**config.mk**
```make
export PLATFORM = sky130hd
export DESIGN_NAME = mem_port_arbiter_flat
export DESIGN_NICKNAME = d
export VERILOG_FILES = /design/src/rtl/mem_port_arbiter_if.sv /design/src/rtl/mem_port_arbiter.sv /design/src/flat_wrapper.sv
export SDC_FILE = /design/constraint.sdc
export NUM_CORES = 1
export LEC_CHECK = 0
export BUFFER_PORTS_ARGS = -buffer_cell sky130_fd_sc_hd__buf_2
export CAP_MARGIN = 20
export CORE_MARGIN = 2
export CORE_UTILIZATION = 30
export DETAILED_ROUTE_END_ITERATION = 16
export MAX_ROUTING_LAYER = met4
export PLACE_DENSITY = 0.66
export SYNTH_ARGS = -nofsm -noshare
export SYNTH_HDL_FRONTEND = slang
export SYNTH_SLANG_ARGS = --single-unit
```
**constraint.sdc**
```tcl
create_clock -name clk -period 2 [get_ports clk]
set_clock_uncertainty 0.1 [all_clocks]
set_input_delay 0.2 -clock clk [delete_from_list [all_inputs] [get_ports clk]]
set_output_delay 0.2 -clock clk [all_outputs]
set_load 0.005 [all_outputs]
```
**src/rtl/mem_port_arbiter_if.sv**
```systemverilog
// Shared-memory port bundle: fetch and data requesters plus the
// single-port memory command/response path.
interface mem_port_arbiter_if;
  logic        if_req;
  logic [31:0] if_addr;
  logic        if_ack;
  logic [31:0] if_rdata;
  logic        if_stall;

  logic        dm_req;
  logic        dm_we;
  logic [31:0] dm_addr;
  logic [31:0] dm_wdata;
  logic        dm_ack;
  logic [31:0] dm_rdata;
  logic        dm_stall;

  logic        mem_req;
  logic        mem_we;
  logic [31:0] mem_addr;
  logic [31:0] mem_wdata;
  logic        mem_ready;
  logic [31:0] mem_rdata;

  modport slave (
    input  if_req, if_addr,
    input  dm_req, dm_we, dm_addr, dm_wdata,
    input  mem_ready, mem_rdata,
    output if_ack, if_rdata, if_stall,
    output dm_ack, dm_rdata, dm_stall,
    output mem_req, mem_we, mem_addr, mem_wdata
  );

  modport master (
    output if_req, if_addr,
    output dm_req, dm_we, dm_addr, dm_wdata,
    output mem_ready, mem_rdata,
    input  if_ack, if_rdata, if_stall,
    input  dm_ack, dm_rdata, dm_stall,
    input  mem_req, mem_we, mem_addr, mem_wdata
  );
endinterface

```
**src/rtl/mem_port_arbiter.sv**
```systemverilog
// Fetch/data arbiter for one single-port memory; one transaction
// in flight, data side preferred with a starvation cap for fetch.
module mem_port_arbiter #(
  parameter int unsigned STARVE_MAX = 4
) (
  input logic clk,
  input logic reset,
  mem_port_arbiter_if.slave bus
);

  typedef enum logic [1:0] {
    IDLE,
    ISSUE,
    WAIT,
    RESP
  } state_t;

  state_t      r_state;
  logic [3:0]  r_starve;
  logic        r_own_dm;
  logic        r_mem_req;
  logic        r_mem_we;
  logic [31:0] r_mem_addr;
  logic [31:0] r_mem_wdata;
  logic        r_if_ack;
  logic        r_dm_ack;
  logic [31:0] r_if_rdata;
  logic [31:0] r_dm_rdata;

  logic w_starved;
  logic w_grant_dm;
  logic w_grant_if;

  // Fetch only overrides data once it has lost STARVE_MAX times in a row.
  assign w_starved  = (r_starve == 4'(STARVE_MAX));
  assign w_grant_dm = bus.dm_req & ~(bus.if_req & w_starved);
  assign w_grant_if = bus.if_req & ~w_grant_dm;

  always_ff @(posedge clk) begin
    if (reset) begin
      r_state     <= IDLE;
      r_starve    <= '0;
      r_own_dm    <= 1'b0;
      r_mem_req   <= 1'b0;
      r_mem_we    <= 1'b0;
      r_mem_addr  <= '0;
      r_mem_wdata <= '0;
      r_if_ack    <= 1'b0;
      r_dm_ack    <= 1'b0;
      r_if_rdata  <= '0;
      r_dm_rdata  <= '0;
    end else begin
      unique case (r_state)
        IDLE: begin
          if (w_grant_dm | w_grant_if) begin
            r_state     <= ISSUE;
            r_mem_req   <= 1'b1;
            r_own_dm    <= w_grant_dm;
            r_mem_we    <= w_grant_dm & bus.dm_we;
            r_mem_addr  <= w_grant_dm ? bus.dm_addr : bus.if_addr;
            r_mem_wdata <= w_grant_dm ? bus.dm_wdata : '0;
            if (w_grant_if)
              r_starve <= '0;
            else if (bus.if_req)
              r_starve <= r_starve + 4'd1;
          end
        end
        ISSUE: begin
          r_mem_req <= 1'b0;
          r_state   <= WAIT;
        end
        WAIT: begin
          if (bus.mem_ready) begin
            r_state <= RESP;
            if (r_own_dm) begin
              r_dm_rdata <= bus.mem_rdata;
              r_dm_ack   <= 1'b1;
            end else begin
              r_if_rdata <= bus.mem_rdata;
              r_if_ack   <= 1'b1;
            end
          end
        end
        RESP: begin
          r_if_ack <= 1'b0;
          r_dm_ack <= 1'b0;
          r_state  <= IDLE;
        end
        default: r_state <= IDLE;
      endcase
    end
  end

  assign bus.mem_req   = r_mem_req;
  assign bus.mem_we    = r_mem_we;
  assign bus.mem_addr  = r_mem_addr;
  assign bus.mem_wdata = r_mem_wdata;
  assign bus.if_ack    = r_if_ack;
  assign bus.dm_ack    = r_dm_ack;
  assign bus.if_rdata  = r_if_rdata;
  assign bus.dm_rdata  = r_dm_rdata;
  assign bus.if_stall  = bus.if_req & ~r_if_ack;
  assign bus.dm_stall  = bus.dm_req & ~r_dm_ack;

endmodule

```
**src/flat_wrapper.sv**
```systemverilog
// flat-port wrapper written by rule: the top's interface ports become plain ports
module mem_port_arbiter_flat 
#(
  parameter int unsigned STARVE_MAX = 4
)
  (clk, reset, bus_if_req, bus_if_addr, bus_dm_req, bus_dm_we, bus_dm_addr, bus_dm_wdata, bus_mem_ready, bus_mem_rdata, bus_if_ack, bus_if_rdata, bus_if_stall, bus_dm_ack, bus_dm_rdata, bus_dm_stall, bus_mem_req, bus_mem_we, bus_mem_addr, bus_mem_wdata);
  mem_port_arbiter_if bus_i ();
  input logic clk;
  input logic reset;
  input wire logic [$bits(bus_i.if_req)-1:0] bus_if_req;
  input wire logic [$bits(bus_i.if_addr)-1:0] bus_if_addr;
  input wire logic [$bits(bus_i.dm_req)-1:0] bus_dm_req;
  input wire logic [$bits(bus_i.dm_we)-1:0] bus_dm_we;
  input wire logic [$bits(bus_i.dm_addr)-1:0] bus_dm_addr;
  input wire logic [$bits(bus_i.dm_wdata)-1:0] bus_dm_wdata;
  input wire logic [$bits(bus_i.mem_ready)-1:0] bus_mem_ready;
  input wire logic [$bits(bus_i.mem_rdata)-1:0] bus_mem_rdata;
  output wire logic [$bits(bus_i.if_ack)-1:0] bus_if_ack;
  output wire logic [$bits(bus_i.if_rdata)-1:0] bus_if_rdata;
  output wire logic [$bits(bus_i.if_stall)-1:0] bus_if_stall;
  output wire logic [$bits(bus_i.dm_ack)-1:0] bus_dm_ack;
  output wire logic [$bits(bus_i.dm_rdata)-1:0] bus_dm_rdata;
  output wire logic [$bits(bus_i.dm_stall)-1:0] bus_dm_stall;
  output wire logic [$bits(bus_i.mem_req)-1:0] bus_mem_req;
  output wire logic [$bits(bus_i.mem_we)-1:0] bus_mem_we;
  output wire logic [$bits(bus_i.mem_addr)-1:0] bus_mem_addr;
  output wire logic [$bits(bus_i.mem_wdata)-1:0] bus_mem_wdata;
  assign bus_i.if_req = bus_if_req;
  assign bus_i.if_addr = bus_if_addr;
  assign bus_i.dm_req = bus_dm_req;
  assign bus_i.dm_we = bus_dm_we;
  assign bus_i.dm_addr = bus_dm_addr;
  assign bus_i.dm_wdata = bus_dm_wdata;
  assign bus_i.mem_ready = bus_mem_ready;
  assign bus_i.mem_rdata = bus_mem_rdata;
  assign bus_if_ack = bus_i.if_ack;
  assign bus_if_rdata = bus_i.if_rdata;
  assign bus_if_stall = bus_i.if_stall;
  assign bus_dm_ack = bus_i.dm_ack;
  assign bus_dm_rdata = bus_i.dm_rdata;
  assign bus_dm_stall = bus_i.dm_stall;
  assign bus_mem_req = bus_i.mem_req;
  assign bus_mem_we = bus_i.mem_we;
  assign bus_mem_addr = bus_i.mem_addr;
  assign bus_mem_wdata = bus_i.mem_wdata;
  mem_port_arbiter #(.STARVE_MAX(STARVE_MAX)) u_core (.clk(clk), .reset(reset), .bus(bus_i));
endmodule
```
==> flow_metrics.tcl, run 1 <==
set metrics [dict create \
    fmax_mhz 553 \
    clkPwrFrac_pct 31.5 \
    cts_sinks 139 \
    status "finished, final reports clean" \
    io_buffers 267 \
    root_buffer "clkbuf_16" \
    io_pins 268 \
    clk_pin_slew_worst_paths_ns 0.06 \
    wl_per_cell_um 14.1 \
    cts_tree "yes" \
    required_ns 2.24 \
    initial_core_util_pct 30.8 \
    hpwl_um 11200 \
    insertion_delay_ns 0.40 \
    synth_top_cell_by_area "dfxtp_1" \
    arrival_ns 2.05 \
    register_area_um2 2780 \
    grt_pass1_wl_um 27000 \
    syn_to_final_growth_pct 48.7 \
    numCtsBuffers 17 \
    p_int_mw 6.24 \
    synth.most_common_cell "dfxtp_1" \
    p_comb_share_pct 31.5 \
    fin_crit_sh_pct 90.5 \
    die_x_um 143 \
    wl_um 17300 \
    syn_avg_cell_area_um2 9.00 \
    cp_max_fo 28 \
    layout-drive-gt1-share_pct 41.9 \
    p_leak_nw 3.67 \
    totalPowerFinal_mw 9.33 \
    ys_seq_area_share_pct 48.0 \
    grt_setup_unrepaired "false" \
    antenna_found_initial 1 \
    setup_tns_ns 0 \
    cellPowerDensity_nw_per_um2 1080 \
    grt_max_degree 78 \
    drtIter0Drc 286 \
    ys_warn_count 0 \
    hold_class "input pin to register" \
    synth_nets 785 \
    dp.cells 1132 \
    grt_use_total_pct 16.9 \
    seq_power_share_pct 37.0 \
    maxSlewViolCount 0 \
    yosysTopAreaCellShare_pct 48.0 \
    nets 1097 \
    grt_pass1_vias 5500 \
    swShare_pct 33.1 \
    gp_congestion 0.790 \
    whs_ns 0.0359 \
    setup_viol 0 \
    synthFlopType "dfxtp_1" \
    synth-edff-count 0 \
    synthArstFlopShare_pct 0 \
    drc 0 \
    h-tree-depth 4 \
    whs_path_depth 3 \
    vias_per_cell 4.60 \
    worst_pin_slew_ns 0.520 \
    synth_common_cells "dfxtp_1 (139), nand2_1 (133), nor2_1 (72)" \
    synth_area_um2 5790 \
    core_um2 18800 \
    fillCellCount 1820 \
    die_h_um 143 \
    gr-total-overflow 0 \
    path_class "register to register" \
    r2r_cells 7 \
    drt_pre_antenna_iters 4 \
    cts.path.max_buffers 2 \
    start_kind "register" \
    vias 5652 \
    switching_power_mw 3.09 \
    end_kind "register" \
    vdd_drop_max_mv 0.594 \
    ys_ff_latch 139 \
    multi_input_area_um2 2680 \
    period_needed_ns 1.81 \
    synthTopCellsByArea "dfxtp_1 (48%), nand2_1 (8.6%), a22oi_2 (6.3%)" \
    dieArea_um2 20400 \
    slew_headroom_pct 65.2 \
    synthDistinctLibCells 39 \
    drtAntennaViolNets 0 \
    postCtsSetupBuffers 0 \
    synth_cells 644 \
    num_rows 50 \
    final_core_util_pct 45.8 \
    maxCapViolations 0 \
    hold_violations 0 \
    fin_cells 1229 \
]
==> area by class of cell <==
class | count | share of cell area, %
timing repair buffer | 349 | 26.2
antenna | 1 | 0.0290
inverter | 7 | 0.305
sequential | 139 | 32.3
tap | 260 | 3.77
clock buffer | 20 | 5.18
multi-input combinational | 442 | 31.1
clock inverter | 11 | 1.10
==> through the flow <==
step | setup slack [ns] | area [µm²]
floorplan | 0.392 | 5790
global placement | 0.237 | 7420
detailed placement | 0.199 | 7420
CTS | 0.186 | 8610
global route | 0.0878 | 8620
finish | 0.190 | 8620
==> sequential cells by signal, summed over array words and instances, names as in the netlist <==
name,flops
u_core.bus.mem_addr,32
u_core.bus.dm_ack,1
u_core.bus.dm_rdata,32
u_core.r_starve,4
u_core.bus.if_ack,1
u_core.r_state,2
u_core.bus.mem_req,1
u_core.bus.mem_wdata,32
u_core.r_own_dm,1
u_core.bus.if_rdata,32
u_core.bus.mem_we,1
==> repair_timing <==
action / CTS / global route
endpoints found under the hold margin: 97 / 0
gates resized for setup: 0 / 1
endpoints found under the setup margin: 0 / 1
hold buffers: 65 / 0
==> layout by cell type (no fill, tap or decap), drive strengths merged, types with 2 or more instances in the layout <==
cell type and instances:
a21oi 71, a22oi 33, and3 2, buf 284
clkbuf 20, clkinv 5, clkinvlp 3, dfxtp 139
dlygate4sd3 65, ha 7, inv 9, nand2 134
nand3 3, nor2 72, nor2b 2, nor3 68
nor4 32, o21ai 2
==> logic make-up (layout without fill, tap and decap cells) <==
logic type               after synthesis  count (layout)  share of synthesized area [%]
other                                  0               1                              0
adder cells (fa/ha/maj)                7               7                           1.51
AO/OA/AOI/OAI                        112             112                           14.0
flip-flops                           139             139                           48.0
multiplexers                           1               1                          0.173
AND/OR/NAND/NOR                      322             322                           30.5
buffers and inverters                 63             387                           5.79
==> power by group through the flow <==
stage | Sequential (mW) | Clock [mW] | Combinational (mW)
floorplan | 3.54 | 0 | 1.79
global placement | 3.50 | 0 | 2.82
detailed placement | 3.50 | 0 | 2.86
CTS | 3.45 | 3.03 | 2.97
global route | 3.50 | 3.15 | 3.24
finish | 3.46 | 2.93 | 2.94
==> worst max-delay path, cell delays in order (launching register included) <==
cell	delay, ns
dfxtp_1	0.39
inv_1	0.06
ha_1	0.23
nand4b_4	0.12
and3_2	0.36
buf_12	0.24
a32oi_1	0.12
nor2_1	0.10
==> metal layers <==
metal	track usage, %	vias to the layer above	wire [µm]
li1	-	2817	-
met1	19.5	2635	7350
met2	28.3	172	8690
met3	4.02	28	794
met4	6.93	0	478
met5	-	-	0
==> worst paths after layout <==
path                                start                 endpoint  slack, ns
setup / recovery       u_core.r_starve[0]       u_core.r_starve[1]       0.19
hold / removal              bus_mem_ready        u_core.bus.dm_ack       0.04
setup reg to reg       u_core.r_starve[0]       u_core.r_starve[1]       0.19
hold reg to reg   u_core.bus.if_rdata[10]  u_core.bus.if_rdata[10]       0.35
Note: power is estimated with default switching activity, not from simulation.
==> run 2: changes to the inputs <==
- GPL_TIMING_DRIVEN: unset -> 0
- SETUP_SLACK_MARGIN: unset -> 0.1
- SLEW_MARGIN: unset -> 40
==> run 2 against run 1 <==
Global-route usage up 1.5 points. Sequential share of layout area shrank 0.37 points. Non-clock buffer count increased by 36. First-iteration DRC count is 5.2% lower. Combinational power rose by 2%. Power is 2.7% higher. Design area increased by 1.2%. Core utilization rose by 0.53 points. Via count grew 2.9%. Critical path type unchanged. Hold slack worse by 0.0052 ns. Final cell count increased by 3.1%. Largest power group unchanged.
==> flow_metrics.tcl, run 2 (same netlist as run 1, synthesis figures left out) <==
set metrics [dict create \
    status "finished, final reports clean" \
    dpl-instance-area_um2 7440 \
    dp.cells 1168 \
    clk_pin_slew_worst_paths_ns 0.06 \
    layout_commonest_cell "buf_2" \
    cts.path.max_buffers 2 \
    drc 0 \
    p_leak_nw 3.76 \
    start_kind "register" \
    setup_viol 0 \
    cellPowerDensity_nw_per_um2 1100 \
    path_class "register to register" \
    setup_tns_ns 0 \
    grt_use_total_pct 18.4 \
    drtAntennaViolNets 0 \
    dieArea_um2 20400 \
    maxSlewViolCount 0 \
    whs_ns 0.0307 \
    cts_sinks 139 \
    vdd_drop_max_mv 0.567 \
    grt_pass1_wl_um 28700 \
    final_core_util_pct 46.3 \
    io_pins 268 \
    cts_tree "yes" \
    fmax_mhz 555 \
    whs_path_depth 3 \
    num_rows 50 \
    wl_um 18700 \
    mostFrequentLayoutCells "buf_2 (278), dfxtp_1 (139), nand2_1 (133)" \
    die_x_um 143 \
    final_area_um2 8720 \
    root_buffer "clkbuf_16" \
    gp_congestion 0.837 \
    grt_setup_unrepaired "true" \
    vias_per_cell 4.59 \
    end_kind "register" \
    io_buffers 264 \
    slew_headroom_pct 46.9 \
    nets 1133 \
    drt_pre_antenna_iters 6 \
    antenna_found_initial 1 \
    maxCapViolations 0 \
    hold_class "input pin to register" \
    fin_cells 1267 \
    wl_per_cell_um 14.7 \
    hold_violations 0 \
    initial_core_util_pct 30.8 \
    grt_max_degree 17 \
    period_needed_ns 1.80 \
    arrival_ns 2.03 \
    vias 5814 \
    core_um2 18800 \
    syn_to_final_growth_pct 50.5 \
    drtIter0Drc 271 \
    h-tree-depth 4 \
    worst_pin_slew_ns 0.796 \
    layout-drive-gt1-share_pct 42.6 \
    required_ns 2.23 \
    die_h_um 143 \
    cp_max_fo 10 \
    grt_pass1_vias 5673 \
    insertion_delay_ns 0.41 \
    numCtsBuffers 17 \
    hpwl_um 13300 \
    fin_crit_sh_pct 90.1 \
    r2r_cells 6 \
    gr-total-overflow 0 \
]
==> run 2: changes by cell type in the layout (fill, tap and decap cells not counted), sizes merged, moves of 2 or more <==
cell,change
clkinvlp,-2
clkbuf,+25
clkinv,+2
buf,+10
==> run 2: what timing repair did <==
item	in CTS	in global routing
setup endpoints to repair	39	99
setup buffers	0	0
hold endpoints to repair	97	0
gates cloned	0	0
resized for setup	5	21
hold buffers	65	0
==> run 2: layer usage <==
metal	up-vias	global-route usage, %	share of wire, %
met5	-	-	0
met4	0	6.83	2.4
met3	30	4.73	4.7
met2	175	30.4	49
met1	2707	21.5	44
li1	2902	-	-
==> run 2: cell type report <==
| class | count | area (µm²) |
|---|---|---|
| fill | 1818 | 10100 |
| sequential | 139 | 2780 |
| multi-input combinational | 442 | 2680 |
| timing repair buffer | 329 | 1970 |
| clock buffer | 19 | 443 |
| buffer | 56 | 339 |
| tap | 260 | 325 |
| clock inverter | 13 | 143 |
| inverter | 7 | 26.3 |
| antenna | 2 | 5.00 |
==> run 2: final timing paths <==
kind / end / startpoint / slack [ns]
max reg2reg: u_core.bus.mem_addr[10] / u_core.r_state[0] / 0.20
max: u_core.bus.mem_addr[10] / u_core.r_state[0] / 0.20
min reg2reg: u_core.bus.if_rdata[18] / u_core.bus.if_rdata[18] / 0.35
min: u_core.bus.dm_ack / bus_mem_ready / 0.03
==> run 2: where the power goes <==
part	total [mW]	leakage [nW]	switching [mW]	internal, mW
clock network	3.14	0.289	1.26	1.88
registers	3.45	1.13	0.241	3.21
logic	2.99	2.34	1.72	1.27
==> run 2: per-stage QoR <==
step	power, mW	worst slack, ns
3_5_place_dp	6.37	0.0510
4_1_cts	9.65	0.112
6_report	9.58	0.198
2_1_floorplan	5.32	0.392
3_3_place_gp	6.33	0.0679
5_1_grt	10.2	0.0392
==> run 2: worst max-delay path, cell delays in order, from the launching register on <==
cell,delay (ns)
dfxtp_1,0.38
inv_1,0.10
ha_1,0.29
o21ai_4,0.17
buf_2,0.37
nor3_2,0.07
nor4_2,0.23
==> run 3: changes to the inputs <==
- CORE_UTILIZATION: 30 -> 47
- PLACE_DENSITY: 0.66 -> 0.91
==> run 3 against run 2 <==
Critical path depth up 1. Design area down 1.0%. Combinational power about the same. Via count up 5.3%. Power up 3.4%. Hold slack worse by 0.018 ns. First-iteration DRC count up 51%. Register-to-register slack worse by 0.04 ns. Critical endpoint is now u_core.bus.mem_wdata[9]. Highest routed layer unchanged.
==> flow_metrics.tcl, run 3 (same netlist as run 1, synthesis figures left out) <==
set metrics [dict create \
    clkPwrFrac_pct 34.5 \
    start_kind "register" \
    met2_usage_pct 49.2 \
    h-tree-depth 4 \
    gp_congestion 0.856 \
    drtIter0Drc 408 \
    setup_viol 0 \
    path_class "register to register" \
    busiest_layer "met2" \
    vias_per_cell 5.32 \
    setup_slack_ns 0.155 \
    worst_pin_slew_ns 0.725 \
    seq_power_share_pct 35.0 \
    drc 0 \
    cts_sinks 139 \
    crit_buf_inv 3 \
    dieArea_um2 13200 \
    use_met3_pct 5.80 \
    use_met1_pct 32.1 \
    arrival_ns 2.02 \
    wl_um 19200 \
    setup_tns_ns 0 \
    status "finished, final reports clean" \
    vias 6124 \
    die_h_um 115 \
    grt_pass1_wl_um 29200 \
    antenna_found_initial 0 \
    grt_max_degree 17 \
    maxCapViolations 0 \
    slowest_delay_ns 0.39 \
    switching_power_mw 3.24 \
    slowest_stage "dfxtp_1" \
    grt_use_total_pct 29.0 \
    layout_commonest_cell "buf_2" \
    gr-total-overflow 0 \
    initial_core_util_pct 48.2 \
    nets 1133 \
    layout-drive-gt1-share_pct 42.7 \
    cts_tree "yes" \
    grt_pass1_vias 6059 \
    period_needed_ns 1.84 \
    fillCellCount 857 \
    insertion_delay_ns 0.41 \
    mostFrequentLayoutCells "buf_2 (276), dfxtp_1 (138), nand2_1 (133)" \
    io_buffers 264 \
    p_leak_nw 3.78 \
    cts.path.max_buffers 2 \
    cellPowerDensity_nw_per_um2 1150 \
    fin_crit_sh_pct 92.2 \
    cp_max_fo 10 \
    vdd_drop_max_mv 0.630 \
    swShare_pct 32.7 \
    hold_class "input pin to register" \
    wl_per_cell_um 16.7 \
    hpwl_um 12300 \
    clk_pin_slew_worst_paths_ns 0.06 \
    crit_family "buffers and inverters" \
    core_um2 12000 \
    p_int_mw 6.67 \
    dp.cells 1055 \
    root_buffer "clkbuf_16" \
    hold_violations 0 \
    io_pins 268 \
    end_kind "register" \
    p_comb_share_pct 30.5 \
    postCtsSetupBuffers 0 \
    drt_pre_antenna_iters 5 \
    place_ws_ns 0.114 \
    maxSlewViolCount 0 \
    required_ns 2.18 \
    grt_setup_unrepaired "true" \
    cpMostUsedCell "buf_6" \
    drtAntennaViolNets 0 \
    slew_headroom_pct 51.7 \
    cp_cell_sequence "inv_1, ha_1, and3_1, buf_6, buf_6, a22oi_2, nor2_1" \
    num_rows 40 \
    fin_cells 1152 \
    fmax_mhz 542 \
    numCtsBuffers 17 \
    die_x_um 115 \
    syn_to_final_growth_pct 48.9 \
]
==> run 3: power groups by stage <==
stage	clock network, mW	registers (mW)	logic, mW
after floorplan	0	3.54	1.79
after global placement	0	3.48	2.74
after detailed placement	0	3.50	2.80
after CTS	3.43	3.45	2.92
after global routing	3.55	3.51	3.28
final	3.42	3.47	3.02
==> run 3: layout make-up <==
| cell class | instances | area, µm² | share of cell area (%) |
|---|---|---|---|
| sequential | 139 | 2780 | 32.3 |
| multi-input combinational | 442 | 2680 | 31.1 |
| timing repair buffer | 329 | 1970 | 22.9 |
| clock buffer | 21 | 470 | 5.45 |
| buffer | 56 | 343 | 3.97 |
| tap | 147 | 184 | 2.13 |
| clock inverter | 10 | 164 | 1.90 |
| inverter | 7 | 26.3 | 0.305 |
| antenna | 1 | 2.50 | 0.0290 |
==> run 3: per-stage QoR <==
stage | instance area, µm² | total power [mW] | utilization (%) | hold slack [ns]
global route | 8630 | 10.3 | 71.8 | 0.0455
detailed placement | 7300 | 6.30 | 60.8 | 0.345
finish | 8630 | 9.91 | 71.8 | 0.0126
floorplan | 5790 | 5.32 | - | 0.236
CTS | 8590 | 9.80 | 71.5 | 0.00558
global placement | 7300 | 6.22 | 60.8 | 0.338
==> run 3: worst register-to-register path, stage by stage (launching register included) <==
cell and delay (ns):
dfxtp_1 0.39, inv_1 0.11, ha_1 0.29, and3_1 0.22
buf_6 0.15, buf_6 0.15, a22oi_2 0.22, nor2_1 0.09
==> run 3: what timing repair did <==
item	4_1_cts	5_1_grt
gates resized for setup	3	27
setup endpoints to repair	6	84
hold buffers	65	0
endpoints found under the hold margin	97	0
==> run 3: layer usage <==
layer,wire [µm],up-vias
li1,-,2915
met3,1160,61
met1,7640,2842
met4,744,0
met5,0,-
met2,9690,306
==> run 3: path summary, 6_finish.rpt <==
check / start / to / slack [ns] / cells past startpoint
hold reg to reg: u_core.bus.if_rdata[16] / u_core.bus.if_rdata[16] / 0.35 / 2
setup / recovery: u_core.r_state[0] / u_core.bus.mem_wdata[9] / 0.16 / 7
hold / removal: bus_if_req / u_core.r_starve[1] / 0.01 / 3
setup reg to reg: u_core.r_state[0] / u_core.bus.mem_wdata[9] / 0.16 / 7
